$ cat config.mk
export PLATFORM = sky130hd
export DESIGN_NAME = hash_io_ctrl
export DESIGN_NICKNAME = d
export VERILOG_FILES = /design/src/rtl/hash_io_pkg.sv /design/src/rtl/hash_io_shreg.sv /design/src/rtl/hash_io_ctrl.sv
export SDC_FILE = /design/constraint.sdc
export NUM_CORES = 2
export LEC_CHECK = 0
export BUFFER_PORTS_ARGS = -buffer_cell sky130_fd_sc_hd__buf_2
export CAP_MARGIN = 20
export CORE_AREA = 2 2 320 322
export CTS_CLUSTER_DIAMETER = 150
export CTS_CLUSTER_SIZE = 30
export DETAILED_ROUTE_END_ITERATION = 6
export DIE_AREA = 0 0 322 324
export PLACE_DENSITY_LB_ADDON = 0.05
export REMOVE_ABC_BUFFERS = 1
export SETUP_SLACK_MARGIN = 0.02
export SLEW_MARGIN = 10
export SYNTH_ARGS = -nofsm -noshare
export SYNTH_HDL_FRONTEND = slang
export SYNTH_HIERARCHICAL = 1
export SYNTH_SLANG_ARGS = --single-unit
$ cat constraint.sdc
create_clock -name clk -period 5.05 [get_ports clk]
set_input_delay 0 -clock clk [delete_from_list [all_inputs] [get_ports clk]]
set_output_delay 0 -clock clk [all_outputs]
set_load 0.1 [all_outputs]
$ cat src/rtl/hash_io_pkg.sv
// Shared types and constants for the hash host I/O controller.
package hash_io_pkg;

    localparam int DEF_IO_W     = 16;
    localparam int DEF_BLOCK_W  = 512;
    localparam int DEF_DIGEST_W = 256;
    localparam int DEF_TO_CYC   = 1024;

    typedef enum logic [2:0] {
        IDLE   = 3'd0,
        FILL   = 3'd1,
        HAND   = 3'd2,
        DIGEST = 3'd3,
        OUT    = 3'd4
    } hio_state_e;

    // Number of host words that make up a wider field.
    function automatic int words(input int w, input int io);
        return w / io;
    endfunction

endpackage

$ cat src/rtl/hash_io_shreg.sv
// Word-wide shift register with parallel load; shifts towards the MSB end,
// new words enter at the LSB word. Parallel load wins over shift.
module hash_io_shreg #(
    parameter int W    = 512,
    parameter int IO_W = 16
) (
    input  logic            clk,
    input  logic            rst_n,
    input  logic            ld,
    input  logic [W-1:0]    ld_data,
    input  logic            sh,
    input  logic [IO_W-1:0] sin,
    output logic [W-1:0]    q
);

    logic [W-1:0] q_q;
    logic [W-1:0] q_d;
    logic [W-1:0] shifted;

    // Shifted value; a single-word register simply takes the incoming word.
    generate
        if (W > IO_W) begin : g_wide
            assign shifted = {q_q[W-IO_W-1:0], sin};
        end else begin : g_single
            assign shifted = sin;
        end
    endgenerate

    // Next value: load, shift or hold.
    always_comb begin
        q_d = q_q;
        if (ld) begin
            q_d = ld_data;
        end else if (sh) begin
            q_d = shifted;
        end
    end

    // Register.
    always_ff @(posedge clk or negedge rst_n) begin
        if (!rst_n) begin
            q_q <= '0;
        end else begin
            q_q <= q_d;
        end
    end

    assign q = q_q;

endmodule

$ cat src/rtl/hash_io_ctrl.sv
// Host-side I/O controller for the hash cores: packs host words into message
// blocks and unpacks the digest on fetch.
// Optional: define HASH_IO_ERR_EN to build the sticky protocol-error flag and
// the core-wait timeout counter; otherwise err is tied low.
//
// state  | meaning
// IDLE   | after reset, waiting for init
// FILL   | collecting block words from the host
// HAND   | block offered to the core
// DIGEST | waiting for the core digest
// OUT    | digest words available to the host
module hash_io_ctrl
    import hash_io_pkg::*;
#(
    parameter int IO_W     = DEF_IO_W,
    parameter int BLOCK_W  = DEF_BLOCK_W,
    parameter int DIGEST_W = DEF_DIGEST_W,
    parameter int TO_CYC   = DEF_TO_CYC
) (
    input  logic                clk,
    input  logic                rst_n,
    input  logic                init,
    input  logic                load,
    input  logic                last,
    input  logic                fetch,
    input  logic [IO_W-1:0]     idata,
    output logic                ack,
    output logic [IO_W-1:0]     odata,
    output logic                err,
    output logic                core_init,
    output logic                core_blk_valid,
    output logic                core_blk_last,
    output logic [BLOCK_W-1:0]  core_blk,
    input  logic                core_blk_ready,
    input  logic                core_dgst_valid,
    input  logic [DIGEST_W-1:0] core_dgst
);

    localparam int NB   = words(BLOCK_W, IO_W);
    localparam int ND   = words(DIGEST_W, IO_W);
    localparam int NMAX = (NB > ND) ? ((NB > 2) ? NB : 2) : ((ND > 2) ? ND : 2);
    localparam int CW   = $clog2(NMAX);

    hio_state_e      state_q, state_d;
    logic [CW-1:0]   wcnt_q, wcnt_d;
    logic            last_q, last_d;
    logic            ack_q, ack_d;
    logic            core_init_q, core_init_d;
    logic            blk_valid_q, blk_valid_d;
    logic            blk_last_q, blk_last_d;
    logic [IO_W-1:0] odata_q, odata_d;

    logic                blk_sh;
    logic                dg_ld;
    logic                dg_sh;
    logic [DIGEST_W-1:0] dg_q;

    // Block packing: words enter at the LSB end, so the first word ends at the MSBs.
    hash_io_shreg #(.W(BLOCK_W), .IO_W(IO_W)) u_blk_sr (
        .clk     (clk),
        .rst_n   (rst_n),
        .ld      (1'b0),
        .ld_data ('0),
        .sh      (blk_sh),
        .sin     (idata),
        .q       (core_blk)
    );

    // Digest unpacking: rotates, so after ND fetches the first word is on top again.
    hash_io_shreg #(.W(DIGEST_W), .IO_W(IO_W)) u_dg_sr (
        .clk     (clk),
        .rst_n   (rst_n),
        .ld      (dg_ld),
        .ld_data (core_dgst),
        .sh      (dg_sh),
        .sin     (dg_q[DIGEST_W-1 -: IO_W]),
        .q       (dg_q)
    );

    // Next-state and output logic; init overrides everything else.
    // Requiring ack_q low before an accept forces a gap cycle between acks.
    always_comb begin
        state_d     = state_q;
        wcnt_d      = wcnt_q;
        last_d      = last_q;
        ack_d       = 1'b0;
        core_init_d = 1'b0;
        blk_valid_d = blk_valid_q;
        blk_last_d  = blk_last_q;
        odata_d     = odata_q;
        blk_sh      = 1'b0;
        dg_ld       = 1'b0;
        dg_sh       = 1'b0;
        if (init) begin
            core_init_d = 1'b1;
            wcnt_d      = '0;
            last_d      = 1'b0;
            blk_valid_d = 1'b0;
            blk_last_d  = 1'b0;
            state_d     = FILL;
        end else begin
            case (state_q)
                FILL: begin
                    if (load && !ack_q) begin
                        ack_d  = 1'b1;
                        blk_sh = 1'b1;
                        if (wcnt_q == '0) begin
                            last_d = last;
                        end
                        if (wcnt_q == CW'(NB - 1)) begin
                            wcnt_d      = '0;
                            state_d     = HAND;
                            blk_valid_d = 1'b1;
                            blk_last_d  = (wcnt_q == '0) ? last : last_q;
                        end else begin
                            wcnt_d = wcnt_q + CW'(1);
                        end
                    end
                end
                HAND: begin
                    if (blk_valid_q && core_blk_ready) begin
                        blk_valid_d = 1'b0;
                        blk_last_d  = 1'b0;
                        state_d     = last_q ? DIGEST : FILL;
                    end
                end
                DIGEST: begin
                    if (core_dgst_valid) begin
                        dg_ld   = 1'b1;
                        wcnt_d  = '0;
                        state_d = OUT;
                    end
                end
                OUT: begin
                    if (fetch && !ack_q) begin
                        ack_d   = 1'b1;
                        dg_sh   = 1'b1;
                        odata_d = dg_q[DIGEST_W-1 -: IO_W];
                        wcnt_d  = (wcnt_q == CW'(ND - 1)) ? '0 : wcnt_q + CW'(1);
                    end
                end
                default: begin
                end
            endcase
        end
    end

    // State and output registers.
    always_ff @(posedge clk or negedge rst_n) begin
        if (!rst_n) begin
            state_q     <= IDLE;
            wcnt_q      <= '0;
            last_q      <= 1'b0;
            ack_q       <= 1'b0;
            core_init_q <= 1'b0;
            blk_valid_q <= 1'b0;
            blk_last_q  <= 1'b0;
            odata_q     <= '0;
        end else begin
            state_q     <= state_d;
            wcnt_q      <= wcnt_d;
            last_q      <= last_d;
            ack_q       <= ack_d;
            core_init_q <= core_init_d;
            blk_valid_q <= blk_valid_d;
            blk_last_q  <= blk_last_d;
            odata_q     <= odata_d;
        end
    end

    assign ack            = ack_q;
    assign odata          = odata_q;
    assign core_init      = core_init_q;
    assign core_blk_valid = blk_valid_q;
    assign core_blk_last  = blk_last_q;

`ifdef HASH_IO_ERR_EN
    localparam int TW = $clog2(TO_CYC + 1);

    logic          err_q, err_d;
    logic [TW-1:0] to_cnt_q, to_cnt_d;
    logic          to_run;

    // Error detection; the timeout down-counter reloads on every state change
    // so HAND and DIGEST are timed separately. A mid-block init sets err even
    // though init otherwise clears it.
    always_comb begin
        err_d    = err_q;
        to_run   = (state_q == HAND) || (state_q == DIGEST);
        to_cnt_d = to_cnt_q;
        if (!to_run || (state_d != state_q)) begin
            to_cnt_d = TW'(TO_CYC);
        end else if (to_cnt_q != '0) begin
            to_cnt_d = to_cnt_q - TW'(1);
        end
        if (init) begin
            err_d = (state_q == FILL) && (wcnt_q != '0);
        end else begin
            if (load && (state_q inside {HAND, DIGEST, OUT})) begin
                err_d = 1'b1;
            end
            if (fetch && (state_q inside {FILL, HAND, DIGEST})) begin
                err_d = 1'b1;
            end
            if (to_run && (to_cnt_q == '0)) begin
                err_d = 1'b1;
            end
        end
    end

    // Error flag and timeout counter registers.
    always_ff @(posedge clk or negedge rst_n) begin
        if (!rst_n) begin
            err_q    <= 1'b0;
            to_cnt_q <= TW'(TO_CYC);
        end else begin
            err_q    <= err_d;
            to_cnt_q <= to_cnt_d;
        end
    end

    assign err = err_q;
`else
    logic unused_to_cyc;
    assign unused_to_cyc = ^TO_CYC;
    assign err = 1'b0;
`endif

endmodule
==> out/qor.txt <==
status: finished clean
cells after synthesis: 3462
CTS max path bufs: 3
IO Port Bufs: 811
Max FO, Critical Path: 101
Overflow after GRT: 0
crit path cell chain: nor3_1 > nand2_2 > inv_8 > buf_4 > mux2i_1 > o21ai_1
final WL: 111000 um
Post-CTS Setup Bufs: 0
YS warnings: 6
CTS buffer count: 30
die height: 324 um
f_max: 310 MHz
ys flop type: dfrtp_1
synthesized cell area: 37200 um^2
clk_skew: 27.6 ps
Fin Setup TNS: 0 ps
crit start category: register
first-pass GRT wire length: 166000 um
crit path kind: reg -> reg
CP max stage cell: inv_8
max cap viols: 0
Reg area: 19900 um^2
Die W: 322 um
post-route ant nets: 0
die area: 104000 um^2
type of the tightest min-delay check: in -> async
critical path's largest stage delay: 910 ps
first-pass iteration count of the detailed router: 5
Crit. End Element: register
gr usage total: 0.203
Pleak: 20.3 nW
DRC Markers: 0
DR WL/cell: 18.0 um
Worst-Margin Slew: 1480 ps
# resized after CTS: 0
Core ar.: 101000 um^2
GP Congestion: 0.773
largest net degree at the start of global routing: 1025
power density cells: 348 nW/um^2
nets: 5157
family with the most delay on the worst path: buffers and inverters
Multi-input gate area: 17000 um^2
vias in the first global route: 27300
H-tree levels: 1
vias: 28300
CTS tree: done
RSZ-0062 raised after global routing: no
DPL Wire Length: 76200 um
I/O pins: 813
Hold Vio Cnt, Final: 0
WHS: 61.4 ps
slew margin rel.: 0.0161
Req. time, crit path: 5570 ps
post-route clock period utilization: 0.638
hold buffer count at cts: 280
clk_lat worst skew: 670 ps
Root Driver: clkbuf_16
WP data arrival: 3740 ps
post-synth cell types: 42
final-report setup violation count: 0
Layout area overhead: 26.1%
Initial Util: 0.368
fillcell total: 9726
Final min period: 3220 ps
via/cell ratio: 4.57
clock-pin slew on the worst setup and hold paths: 120 ps
Final Max Slew Viols: 0
Avg Cell Area, Syn: 10.7 um^2
number of enable flip-flop cells after synthesis: 0
share of cells above drive strength 1: 0.186
register area share after synthesis: 0.537
Buf+Inv Stages, Crit Path: 2
clock sink count: 797
Initial DRC Count: 1706
num rows: 117
initial antenna violation count: 5
FFs w/ async S/R, synth: 1.00
peak supply drop: 0.221 mV
flops & latches, synth: 797
[cells in the final DEF (no fill, tap or decap), types with 17 or more instances in the layout]
master         synthesis  final
dlygate4sd3_1          0    279
mux2_2                17     17
nand2_1              775    775
clkbuf_16              0     31
mux2i_1              769    769
buf_12                 7     18
buf_4                 17     18
dfrtp_1              797    797
conb_1                 1    514
o21ai_1              721    721
buf_2                 59    810
o21ai_0               54     54
[Yosys cell counts (2+ instances only)]
cell	n	area share
nor2b_1	2	0.00034
nand2b_1	5	0.00084
o21ai_1	721	0.097
a21oi_1	2	0.00027
buf_8	73	0.030
inv_1	10	0.0010
o21ai_0	54	0.0073
and2b_1	2	0.00040
a221oi_1	3	0.00071
buf_6	2	0.00061
mux2_2	17	0.0052
dfrtp_1	797	0.54
nand3_1	4	0.00054
and3_1	4	0.00067
a211oi_1	2	0.00040
nand2_1	775	0.078
buf_12	7	0.0038
nor2_1	8	0.00081
clkbuf_1	103	0.010
mux2i_1	769	0.21
nor4_1	2	0.00034
ha_1	5	0.0017
buf_2	59	0.0079
buf_4	17	0.0034
o31ai_1	2	0.00040
[flip-flops by register name (all words and copies together) (netlist names)]
register and flops:
last_q 1, core_blk_last 1, state_q 3, wcnt_q 5
ack 1, core_init 1, core_blk_valid 1, u_blk_sr/q 512
u_dg_sr/q 256, odata 16
[routing by layer]
metal	up-vias	track usage	share of wire
li1	14200	-	-
met4	4	0.104	0.057
met3	203	0.0458	0.057
met1	13200	0.248	0.41
met5	-	0	0.00019
met2	636	0.335	0.48
[per-stage QoR]
step | worst slack [ps] | cell area (um^2) | total power, mW | util | instances
after floorplan | -14260 | 37000 | 12.3 | - | 3713
after global placement | 1880 | 43200 | 13.1 | 0.428 | 5869
after detailed placement | 1860 | 43200 | 13.1 | 0.428 | 5869
after CTS | 1830 | 46800 | 16.5 | 0.464 | 6182
after global routing | 1610 | 46800 | 17.0 | 0.464 | 6184
final | 1830 | 46800 | 16.3 | 0.464 | 6184
[layout make-up]
| type | instances | area share |
|---|---|---|
| sequential | 797 | 0.426 |
| tap | 1309 | 0.0350 |
| clock buffer | 31 | 0.0166 |
| inverter | 10 | 0.000962 |
| clock inverter | 2 | 0.000347 |
| timing repair buffer | 1127 | 0.158 |
| multi-input combinational | 2906 | 0.364 |
| antenna | 2 | 0.000107 |
[power by group]
part | leakage (nW) | internal (mW) | switching [mW]
clock | 0.387 | 1.11 | 2.06
combinational | 9.73 | 1.08 | 4.67
sequential | 10.1 | 6.92 | 0.459
total | 20.3 | 9.12 | 7.19
[cell families after synthesis]
group / synth area share
AO/OA/AOI/OAI: 0.109
adder cells (fa/ha/maj): 0.00168
buffers and inverters: 0.0568
other: 0.000101
flip-flops: 0.537
AND/OR/NAND/NOR: 0.0837
multiplexers: 0.212
[worst min-delay path, delay by kind of cell]
family   cells  cell delay, ps
buf+inv      3            1110
[final timing paths]
path                                start               to  slack [ps]  depth (start not counted)
max                            state_q[1]   u_dg_sr/q[143]        1830                          6
min                                 rst_n  u_blk_sr/q[179]          60                          3
max reg2reg                    state_q[1]   u_dg_sr/q[143]        1830                          6
min reg2reg                      odata[1]         odata[1]         520                          1
max in group asynchronous           rst_n  u_blk_sr/q[441]        4110                          3
min in group clk           core_dgst[104]   u_dg_sr/q[104]          80                          4
Note: power is estimated with default switching activity, not from simulation.
